`src/rtl/regfile_dest_tracker_pkg.sv`:
```
// regfile_dest_tracker_pkg: shared defaults, entry layout and bypass-select encoding for the decode dest tracker
package regfile_dest_tracker_pkg;
  localparam int IDX_BITS_DEF = 5;
  localparam int LINK_REG_DEF = 31;
  localparam int STAGES_DEF = 3;
  localparam int RF_WT_DEF = 1;
  localparam int FWD_RF = 0;
  typedef struct packed {
    logic v;
    logic [IDX_BITS_DEF-1:0] idx;
    logic load;
  } entry_t;
  function automatic int fwd_bits(input int stages);
    return $clog2(stages + 1);
  endfunction
endpackage

```
`src/rtl/regfile_dest_match.sv`:
```
// regfile_dest_match: compares one source index against all in-flight entries, returns hit and youngest-hit select (k+1)
module regfile_dest_match
  import regfile_dest_tracker_pkg::*;
#(
  parameter int IDX_BITS = IDX_BITS_DEF,
  parameter int STAGES = STAGES_DEF,
  parameter int RF_WRITE_THROUGH = RF_WT_DEF,
  localparam int FB = fwd_bits(STAGES)
) (
  input  logic [IDX_BITS-1:0]             i_src,
  input  logic                            i_use,
  input  logic [STAGES-1:0]               i_v,
  input  logic [STAGES-1:0][IDX_BITS-1:0] i_idx,
  output logic                            o_hit,
  output logic [FB-1:0]                   o_sel
);
  localparam int LIM = RF_WRITE_THROUGH != 0 ? STAGES - 1 : STAGES;
  // scan oldest to youngest so the youngest match overwrites
  always_comb begin
    o_sel = FB'(FWD_RF);
    for (int k = STAGES - 1; k >= 0; k--)
      if (k < LIM && i_use && i_src != '0 && i_v[k] && i_idx[k] == i_src) o_sel = FB'(k + 1);
  end
  assign o_hit = o_sel != FB'(FWD_RF);
endmodule

```
`src/rtl/regfile_dest_tracker.sv`:
```
// regfile_dest_tracker: decode-stage read/write index select, in-flight dest tracking, RAW stall and bypass select.
// Build option: REGFILE_FORWARD_EN enables bypass selects and reduces stalls to load-use only.
module regfile_dest_tracker
  import regfile_dest_tracker_pkg::*;
#(
  parameter int IDX_BITS = IDX_BITS_DEF,
  parameter int LINK_REG = LINK_REG_DEF,
  parameter int STAGES = STAGES_DEF,
  parameter int RF_WRITE_THROUGH = RF_WT_DEF,
  localparam int FB = fwd_bits(STAGES)
) (
  input  logic                clk,
  input  logic                rst,
  input  logic [IDX_BITS-1:0] i_rs,
  input  logic [IDX_BITS-1:0] i_rt,
  input  logic [IDX_BITS-1:0] i_rd,
  input  logic                i_use_rs,
  input  logic                i_use_rt,
  input  logic                i_jal,
  input  logic                i_reg_dst,
  input  logic                i_reg_write,
  input  logic                i_mem_to_reg,
  input  logic                i_in_valid,
  input  logic                i_en,
  input  logic                i_flush,
  output logic [IDX_BITS-1:0] o_ir1,
  output logic [IDX_BITS-1:0] o_ir2,
  output logic [IDX_BITS-1:0] o_w,
  output logic                o_stall,
  output logic [FB-1:0]       o_fwd_rs,
  output logic [FB-1:0]       o_fwd_rt
);
  logic [STAGES-1:0]               r_v;
  logic [STAGES-1:0][IDX_BITS-1:0] r_idx;
  logic                            r_ld0;
  logic                            w_wr_d, w_bubble, w_stall, w_load_use;
  logic                            w_hit_rs, w_hit_rt;
  logic [FB-1:0]                   w_sel_rs, w_sel_rt, w_fwd_rs, w_fwd_rt;
  assign o_ir1 = i_rs;
  assign o_ir2 = i_rt;
  assign o_w = i_jal ? IDX_BITS'(LINK_REG) : i_reg_dst ? i_rd : i_rt;
  assign w_wr_d = i_in_valid & (i_reg_write | i_jal) & (o_w != '0);
  assign w_bubble = w_stall | i_flush;
  regfile_dest_match #(.IDX_BITS(IDX_BITS), .STAGES(STAGES), .RF_WRITE_THROUGH(RF_WRITE_THROUGH)) u_match_rs (
    .i_src(i_rs), .i_use(i_use_rs), .i_v(r_v), .i_idx(r_idx), .o_hit(w_hit_rs), .o_sel(w_sel_rs)
  );
  regfile_dest_match #(.IDX_BITS(IDX_BITS), .STAGES(STAGES), .RF_WRITE_THROUGH(RF_WRITE_THROUGH)) u_match_rt (
    .i_src(i_rt), .i_use(i_use_rt), .i_v(r_v), .i_idx(r_idx), .o_hit(w_hit_rt), .o_sel(w_sel_rt)
  );
  // only the youngest entry's load bit can ever cause a load-use bubble
  assign w_load_use = r_ld0 & ((w_sel_rs == FB'(1)) | (w_sel_rt == FB'(1)));
`ifdef REGFILE_FORWARD_EN
  assign w_stall = w_load_use;
  assign w_fwd_rs = w_hit_rs ? w_sel_rs : FB'(FWD_RF);
  assign w_fwd_rt = w_hit_rt ? w_sel_rt : FB'(FWD_RF);
`else
  assign w_stall = w_load_use | w_hit_rs | w_hit_rt;
  assign w_fwd_rs = FB'(FWD_RF);
  assign w_fwd_rt = FB'(FWD_RF);
`endif
  assign o_stall = ~rst & w_stall;
  assign o_fwd_rs = rst ? FB'(FWD_RF) : w_fwd_rs;
  assign o_fwd_rt = rst ? FB'(FWD_RF) : w_fwd_rt;
  always_ff @(posedge clk) begin
    if (rst) begin
      r_v <= '0;
      r_ld0 <= 1'b0;
    end else if (i_en) begin
      for (int i = STAGES - 1; i > 0; i--) r_v[i] <= r_v[i-1];
      r_v[0] <= ~w_bubble & w_wr_d;
      r_ld0 <= ~w_bubble & w_wr_d & i_mem_to_reg & ~i_jal;
    end
  end
  always_ff @(posedge clk) begin
    if (i_en) begin
      for (int i = STAGES - 1; i > 0; i--) r_idx[i] <= r_idx[i-1];
      r_idx[0] <= o_w;
    end
  end
endmodule

```
`config.mk`:
```
export PLATFORM = sky130hd
export DESIGN_NAME = regfile_dest_tracker
export DESIGN_NICKNAME = d
export VERILOG_FILES = /design/src/rtl/regfile_dest_tracker_pkg.sv /design/src/rtl/regfile_dest_match.sv /design/src/rtl/regfile_dest_tracker.sv
export SDC_FILE = /design/constraint.sdc
export NUM_CORES = 1
export LEC_CHECK = 0
export ABC_AREA = 1
export BUFFER_PORTS_ARGS = -buffer_cell sky130_fd_sc_hd__buf_2
export CORE_ASPECT_RATIO = 1.1
export CORE_MARGIN = 2
export CORE_UTILIZATION = 42
export DETAILED_ROUTE_END_ITERATION = 10
export HOLD_SLACK_MARGIN = 0.1
export PLACE_DENSITY = 0.79
export SYNTH_ARGS = -nofsm -noshare
export SYNTH_HDL_FRONTEND = slang
export SYNTH_SLANG_ARGS = --single-unit
export TNS_END_PERCENT = 20
```
`constraint.sdc`:
```
create_clock -name clk -period 1.2 [get_ports clk]
set_input_delay 0.06 -clock clk [delete_from_list [all_inputs] [get_ports clk]]
set_output_delay 0.06 -clock clk [all_outputs]
set_load 0.02 [all_outputs]
```
==> impl_metrics.tcl <==
set metrics [dict create \
    maximum_number_of_pins_on_one_net_before_global_route_repair 12 \
    timing.final.hold_violations 0 \
    r2r_cells 11 \
    antenna_violating_nets_remaining 0 \
    setup-tns-final_ns -0.335 \
    leakage_nw 0.713 \
    final_nets 236 \
    via_count_of_the_first_global_routing_pass 942 \
    power_density_nw_per_um2 855 \
    r2r_slack_ns -0.01 \
    cts_root_buffer "clkbuf_4" \
    mostFrequentLayoutCell "nand2_1" \
    rsz0062_at_grt "yes" \
    detailroute.via_count 1053 \
    finalClockSkew_ns 0.00275 \
    wl_per_cell_um 9.68 \
    tritoncts_num_sinks 12 \
    instances_no_fill 240 \
    critical_path.slowest_cell "edfxtp_1" \
    design.die.area_um2 2930 \
    die_w_um 51.8 \
    synth.lib_cells_used.distinct 19 \
    floorplan.die.height_um 56.5 \
    min_delay_worst_endpoint "r_idx[0]$_DFFE_PP_" \
    max_transition_viols_final 0 \
    antenna_found_initial 0 \
    timing.rr.start "r_idx[5]$_DFFE_PP_" \
    detail_route.iter0.violations 28 \
    layout-drive-gt1-share_pct 32.5 \
    yosys_register_bits 12 \
    timing.critical_path.slowest_cell_delay_ns 0.45 \
    startpoint_of_the_lowest_slack_hold_path "i_rd[0]" \
    finalCriticalPeriod_ns 1.52 \
    cp_data_arrival_time_ns 1.46 \
    tritoncts "built" \
    area_occupied_by_registers_um2 340 \
    routed_via_density 4.39 \
    globalRoute.totalOverflow 0 \
    timing.final.ws_setup_ns -0.324 \
    ys.warnings.count 0 \
    n_antenna_cell 0 \
    cts_inserted_buffers 3 \
    track_usage_pct 17.1 \
    worstPathCellList "nand2_1, nand2_1, nor2_1, nand3_1, nand2_1, nand2_1, nand2_1, inv_2, nor2_4, buf_6" \
    ioPinCount 46 \
    failed_checks "setup timing" \
    placement.setup.worst_slack_ns -0.0542 \
    worst_hold_class "input port to register" \
    final_cell_mix "nand2_1, buf_2, nor2_1" \
    critical_path.endpoint_type "primary output" \
    timing.hold.ws_ns 0.169 \
    cts.htree.levels 1 \
    insertion_delay_ns 0.27 \
    timing.final.setup_violations 2 \
    area_growth_from_synthesis_to_layout_pct 20.5 \
    worst_r2r_endpoint "r_v[0]$_SDFFE_PP0P_" \
    start_util_pct 43.0 \
    drt_drc_violations_left 0 \
    p_total_mw 1.09 \
    crit_path_start_kind "register" \
    cp_max_fo 4 \
    timing.fmax_ghz 0.656 \
    filler_cell_count 276 \
    synth.yosys.seq_area_share_pct 32.3 \
    firstDrtPassIters 4 \
    dp_cells 233 \
    grt_first_pass_wirelength_mm 3.74 \
    syn_area_um2 1050 \
    timing.setup.critical_path_class "register to primary output" \
    wl_mm 2.32 \
    postSynthCellCount 172 \
    placer_congestion_estimate 0.909 \
    post_synth.cell_area_avg_um2 6.13 \
    drv.max_cap_violation_count 0 \
    detailed_place_hpwl_mm 1.92 \
    path_clk_slew_ns 0.07 \
    port-buffer-count 40 \
    timing.hold.worst_path_depth 5 \
    multi_input_area_um2 503 \
    cts_buffer_depth 2 \
    worst_path_most_repeated_cell "nand2_1" \
    row_count 19 \
    outcome "finished, violations left" \
    max-vdd-ir-drop_v 0.000583 \
    crit_required_ns 1.14 \
    core_area_um2 2450 \
    layout_worst_path_cycle_share_pct 127 \
]
routing by layer:
metal	vias up	global-route usage [%]	wire, um
met3	4	1.86	128
met5	-	0	0
met2	34	28.6	1090
li1	573	-	-
met1	442	21.2	1060
met4	0	9.02	49
cell families after synthesis:
family / share of synthesized area [%]
AO/OA/AOI/OAI: 5.23
buffers and inverters: 21.7
flip-flops: 32.3
other: 0.356
AND/OR/NAND/NOR: 40.4
timing repair:
item,CTS,global route
setup buffers,1,0
gates resized for setup,3,4
endpoints found under the hold margin,2,0
endpoints found under the setup margin,2,2
pin swaps,2,2
gates cloned,0,0
hold buffers,2,0
worst max-delay path: cells and delay by family (launching register included):
kind	cells	cell delay, ns
AND/OR/NAND/NOR	8	0.58
flip-flops	1	0.45
buffers and inverters	2	0.17
flip-flops by register name, indices dropped and copies added (netlist names):
| name | cells |
|---|---|
| r_v | 2 |
| r_idx | 10 |
worst max path at each step:
stage                            start  slack [ns]  cells after the start      end
global route        r_idx[4]$_DFFE_PP_       -0.44                     10  o_stall
detailed placement  r_idx[0]$_DFFE_PP_       -0.05                     10  o_stall
floorplan           r_idx[2]$_DFFE_PP_        0.09                      9  o_stall
global placement    r_idx[9]$_DFFE_PP_       -0.04                     10  o_stall
finish              r_idx[1]$_DFFE_PP_       -0.32                     10  o_stall
CTS                 r_idx[1]$_DFFE_PP_       -0.33                     11  o_stall
cell usage after synthesis (all sizes together):
master	instances	area share, %
nand2	70	26
nor2	28	10
nand4	2	1.2
dfxtp	2	3.8
o211ai	1	0.71
a21oi	3	2.1
nand3	5	2.9
buf	15	11
o21ai	5	2.4
edfxtp	10	29
inv	30	11
conb	1	0.36
through the flow:
stage	instance area (um^2)	util (%)
global route	1270	51.9
CTS	1260	51.7
floorplan	1070	-
finish	1270	51.9
global placement	1200	49.2
detailed placement	1200	49.2
report_power, final:
group          switching (mW)  internal (mW)
sequential             0.0260          0.487
clock                   0.123          0.129
combinational           0.203          0.117
total                   0.353          0.733
layout make-up:
| class | count | area share, % |
|---|---|---|
| clock buffer | 4 | 2.07 |
| timing repair buffer | 45 | 19.6 |
| tap | 31 | 3.05 |
| inverter | 30 | 8.87 |
| multi-input combinational | 118 | 39.6 |
| sequential | 12 | 26.8 |
Note: power is estimated with default switching activity, not from simulation.
